==> config.mk <==
export PLATFORM = sky130hd
export DESIGN_NAME = fir_mac_seq
export DESIGN_NICKNAME = d
export VERILOG_FILES = /design/src/rtl/fir_mac_seq.sv
export SDC_FILE = /design/constraint.sdc
export NUM_CORES = 1
export LEC_CHECK = 0
export ABC_CLOCK_PERIOD_IN_PS = 9200
export BUFFER_PORTS_ARGS = -buffer_cell sky130_fd_sc_hd__clkbuf_2
export CAP_MARGIN = 10
export CELL_PAD_IN_SITES_DETAIL_PLACEMENT = 1
export CELL_PAD_IN_SITES_GLOBAL_PLACEMENT = 1
export CORE_ASPECT_RATIO = 0.7
export CORE_MARGIN = 2
export CORE_UTILIZATION = 51
export CTS_CLUSTER_DIAMETER = 120
export CTS_CLUSTER_SIZE = 8
export DETAILED_ROUTE_END_ITERATION = 16
export GPL_TIMING_DRIVEN = 0
export PLACE_DENSITY = 0.95
export SYNTH_ARGS = -nofsm -noshare
export SYNTH_HDL_FRONTEND = slang
export SYNTH_SLANG_ARGS = --single-unit
export TNS_END_PERCENT = 100
==> constraint.sdc <==
create_clock -name clk -period 9.2 [get_ports clk]
set_input_delay 2.76 -clock clk [delete_from_list [all_inputs] [get_ports clk]]
set_output_delay 2.76 -clock clk [all_outputs]
set_load 0.03 [all_outputs]
==> src/rtl/fir_mac_seq.sv <==
// Sequential FIR filter: a single multiplier walks the taps one per cycle,
// producing one unsigned result every NUM_TAPS+2 cycles.
module fir_mac_seq #(
  parameter  int DATA_WIDTH  = 8,
  parameter  int COEFF_WIDTH = 8,
  parameter  int NUM_TAPS    = 4,
  localparam int AW          = $clog2(NUM_TAPS),
  localparam int ACC_WIDTH   = DATA_WIDTH + COEFF_WIDTH + $clog2(NUM_TAPS)
) (
  input  logic                   clk,
  input  logic                   reset,
  input  logic                   coeff_we,
  input  logic [AW-1:0]          coeff_addr,
  input  logic [COEFF_WIDTH-1:0] coeff_wdata,
  input  logic                   in_valid,
  input  logic [DATA_WIDTH-1:0]  in_data,
  output logic                   in_ready,
  output logic                   out_valid,
  output logic [ACC_WIDTH-1:0]   out_data,
  output logic                   busy
);

  typedef enum logic [1:0] {IDLE, ACCUM, DONE} state_t;

  localparam int            PROD_WIDTH = DATA_WIDTH + COEFF_WIDTH;
  localparam logic [AW-1:0] LAST_IDX   = AW'(NUM_TAPS - 1);
  localparam logic [AW:0]   TAPS_EXT   = (AW + 1)'(NUM_TAPS);

  state_t                  state_q, state_d;
  logic [DATA_WIDTH-1:0]   x_q [NUM_TAPS];
  logic [DATA_WIDTH-1:0]   x_d [NUM_TAPS];
  logic [COEFF_WIDTH-1:0]  c_q [NUM_TAPS];
  logic [COEFF_WIDTH-1:0]  c_d [NUM_TAPS];
  logic [ACC_WIDTH-1:0]    acc_q, acc_d;
  logic [AW-1:0]           idx_q, idx_d;
  logic [ACC_WIDTH-1:0]    out_data_q, out_data_d;
  logic                    out_valid_q, out_valid_d;

  logic                    accept;
  logic                    coeff_ok;
  logic [PROD_WIDTH-1:0]   prod;

  assign in_ready  = (state_q == IDLE) && !reset;
  assign accept    = in_valid && in_ready;
  // Addresses beyond the last tap exist when NUM_TAPS is not a power of two.
  assign coeff_ok  = coeff_we && (state_q == IDLE) && ({1'b0, coeff_addr} < TAPS_EXT);
  assign prod      = PROD_WIDTH'(x_q[idx_q]) * PROD_WIDTH'(c_q[idx_q]);

  assign out_valid = out_valid_q;
  assign out_data  = out_data_q;
  assign busy      = (state_q != IDLE);

  always_comb begin
    state_d     = state_q;
    x_d         = x_q;
    c_d         = c_q;
    acc_d       = acc_q;
    idx_d       = idx_q;
    out_data_d  = out_data_q;
    out_valid_d = 1'b0;

    if (coeff_ok) begin
      c_d[coeff_addr] = coeff_wdata;
    end

    unique case (state_q)
      IDLE: begin
        if (accept) begin
          x_d[0] = in_data;
          for (int k = 1; k < NUM_TAPS; k++) begin
            x_d[k] = x_q[k-1];
          end
          acc_d   = '0;
          idx_d   = '0;
          state_d = ACCUM;
        end
      end
      ACCUM: begin
        acc_d = acc_q + ACC_WIDTH'(prod);
        if (idx_q == LAST_IDX) begin
          out_data_d  = acc_d;
          out_valid_d = 1'b1;
          state_d     = DONE;
        end else begin
          idx_d = idx_q + 1'b1;
        end
      end
      DONE: begin
        state_d = IDLE;
      end
      default: begin
        state_d = IDLE;
      end
    endcase
  end

  always_ff @(posedge clk) begin
    if (reset) begin
      state_q <= IDLE;
      for (int k = 0; k < NUM_TAPS; k++) begin
        x_q[k] <= '0;
        c_q[k] <= '0;
      end
      acc_q       <= '0;
      idx_q       <= '0;
      out_data_q  <= '0;
      out_valid_q <= 1'b0;
    end else begin
      state_q     <= state_d;
      x_q         <= x_d;
      c_q         <= c_d;
      acc_q       <= acc_d;
      idx_q       <= idx_d;
      out_data_q  <= out_data_d;
      out_valid_q <= out_valid_d;
    end
  end

endmodule

==> out/summary.txt <==
crit start category -> flip-flop
cells after synthesis -> 759
asr flop ratio synth -> 0%
Worst Skew -> 0.01476 ns
critical path required time -> 9.43 ns
slowest cell on the critical path -> buf_1
hold buffers post-CTS -> 0
GPL Wtd Cong -> 0.9095
Worst Tran Pin Value -> 0.7907 ns
fin crit share -> 66.90%
die height -> 100.9 um
top cells by count, synth -> nand2_1 (135), dfxtp_1 (105), inv_1 (99)
Leakage -> 3.454 nW
DR WL/cell -> 21.90 um
Congestion Overflow GR -> 0
antenna cells -> 0
critical path's top delay family -> adder cells
CP Capture Type -> flip-flop
Seq/Total Area, Yosys -> 30.74%
initial antenna violation count -> 0
post-cts resize count -> 0
fin. max-slew vios -> 0
worst-path cell chain -> buf_2, buf_1, mux4_2, and2_1, fa_1, fa_1, fa_1, inv_1, fa_1, inv_1, ha_1, a21o_2, a21oi_1, o21ai_0, a221oi_2, or4_1, nand3_1
kind of critical path -> flip-flop to flip-flop
Yosys reg bits -> 105
Ports -> 43
fin util -> 57.36%
most used cell, CP -> fa_1
EDFF count, synth -> 0
top-count cell post-synth -> nand2_1
final hold slack -> 0.4557 ns
Post-CTS Repair Setup Buffers -> 0
Yosys cell types -> 63
Final Setup Violations -> 0
routed wire length -> 21480 um
syn avg cell area -> 9.011 um^2
crit path max fanout -> 10
CTS H-tree lvls -> 3
Primary FF master, synth -> dfxtp_1
crit-path max cell delay -> 0.61 ns
dpl cells -> 966
CTS tree -> done
CTS sink cnt -> 105
clk_lat worst skew -> 0.36 ns
first-pass GRT wire length -> 34180 um
layout cells sized above 1 -> 11.90%
Initial Util -> 52.06%
Max rail drop VDD -> 93.72 uV
Final TNS setup -> 0 ns
largest net degree at the start of global routing -> 20
Syn Nets -> 872
total CTS buffers -> 9
post-synth top area cell -> dfxtp_1
Max Cap Viol -> 0
Rel. slew slack -> 47.09%
Initial DRC Count -> 430
Final ANT Viol Nets -> 0
Syn-to-layout area delta -> 10.19%
Total GRT Usage -> 31.17%
CP Data Arrival Time -> 6.39 ns
DR pass1 iterations -> 5
core area -> 13140 um^2
Bufs on Longest Clock Path -> 2
clock slew at reported path FFs -> 0.08 ns
die area -> 14370 um^2
fin cells -> 981
die width -> 142.4 um
Post-DP HPWL -> 15730 um
worst hold path type -> flip-flop to flip-flop
nets -> 924
Max Freq -> 0.1625 GHz
post-synth top area share -> 30.74%
outcome -> finished, final reports clean
synthesized area -> 6839 um^2
Area contributors post-synth -> dfxtp_1 (31%), fa_1 (15%), ha_1 (7.5%)
root buffer cell -> clkbuf_16
Final Hold Viols -> 0
RSZ-0062 raised after global routing -> false
minimum clock period -> 6.155 ns
via count -> 5849
via/cell ratio -> 5.962
DRC Markers -> 0
worst path buffer plus inverter count -> 4
port bufs -> 41
Yosys warnings -> 0
PD cells -> 128.4 nW/um^2
vias in the first global route -> 6449
row cnt -> 35
==> power breakdown <==
group	switching (mW)	internal, mW
Combinational	0.0739	0.0344
Sequential	0.00736	0.464
Clock	0.198	0.190
==> routing by layer <==
layer	wire length (um)	track usage, %
met1	8985	38.68
met2	10340	52.69
met3	1434	7.316
met4	723	13.18
met5	0	0
==> state kept, by name, summed over array words and instances (netlist names) <==
name / flops
c_q: 32
out_valid: 1
out_data: 18
state_q: 2
acc_q: 18
idx_q: 2
x_q: 32
==> through the flow <==
step / area, um^2 / power [mW] / setup slack, ns
CTS: 7536 / 0.9662 / 3.096
detailed placement: 7252 / 0.5854 / 3.118
global placement: 7252 / 0.5779 / 3.145
global route: 7536 / 0.9951 / 2.835
floorplan: 6839 / 0.5453 / 3.083
finish: 7536 / 0.9680 / 3.045
==> final timing paths <==
check / slack [ns] / cells after the start / from / end
max: 3.04 / 17 / idx_q[1] / out_data[14]
min: 0.46 / 2 / out_data[9] / out_data[9]
max reg2reg: 3.04 / 17 / idx_q[1] / out_data[14]
min reg2reg: 0.46 / 2 / out_data[9] / out_data[9]
==> layout by cell type, fill, tap and decap left out, types with 3 or more instances in the layout <==
| master | instances |
|---|---|
| nand4_1 | 5 |
| and2_1 | 33 |
| clkbuf_2 | 41 |
| mux4_2 | 16 |
| fa_1 | 50 |
| buf_1 | 3 |
| buf_2 | 3 |
| clkbuf_1 | 20 |
| inv_8 | 3 |
| a21oi_1 | 23 |
| ha_1 | 41 |
| nor3_1 | 4 |
| o21ai_0 | 38 |
| nand2_1 | 135 |
| xnor2_1 | 4 |
| nor2_1 | 55 |
| dfxtp_1 | 105 |
| clkbuf_16 | 9 |
| o21ai_1 | 3 |
| or3_1 | 3 |
| mux2i_1 | 33 |
| xor2_1 | 3 |
| and3_1 | 7 |
| nand3_1 | 12 |
| a31oi_1 | 3 |
| a21o_1 | 5 |
| inv_1 | 99 |
| a22oi_1 | 9 |
==> logic make-up (layout without fill, tap and decap cells) <==
group	Yosys count	in the layout	synth area share [%]
AOI/OAI and AO/OA	111	111	11.05
DFF	105	105	30.74
muxes	49	49	10.10
xor gates and xnor gates	7	7	0.8965
buffers and inverters	127	183	7.080
and+or+nand+nor	269	269	18.00
adders and majority gates	91	91	22.14
==> worst min-delay path: cells and delay by family (launching register included) <==
family           cells  cell delay [ns]
AO/OA/AOI/OAI        1             0.05
flip-flops           1             0.31
AND/OR/NAND/NOR      1             0.05
==> final cells by class <==
| cell class | count | area [um^2] |
|---|---|---|
| Tap cell | 166 | 207.7 |
| Buffer | 27 | 108.9 |
| Inverter | 100 | 375.4 |
| Fill cell | 1530 | 5602 |
| Sequential cell | 105 | 2102 |
| Timing Repair Buffer | 41 | 205.2 |
| Clock inverter | 6 | 58.81 |
| Multi-Input combinational cell | 527 | 4253 |
| Clock buffer | 9 | 225.2 |
No activity file was read; power rests on OpenSTA's default activity.
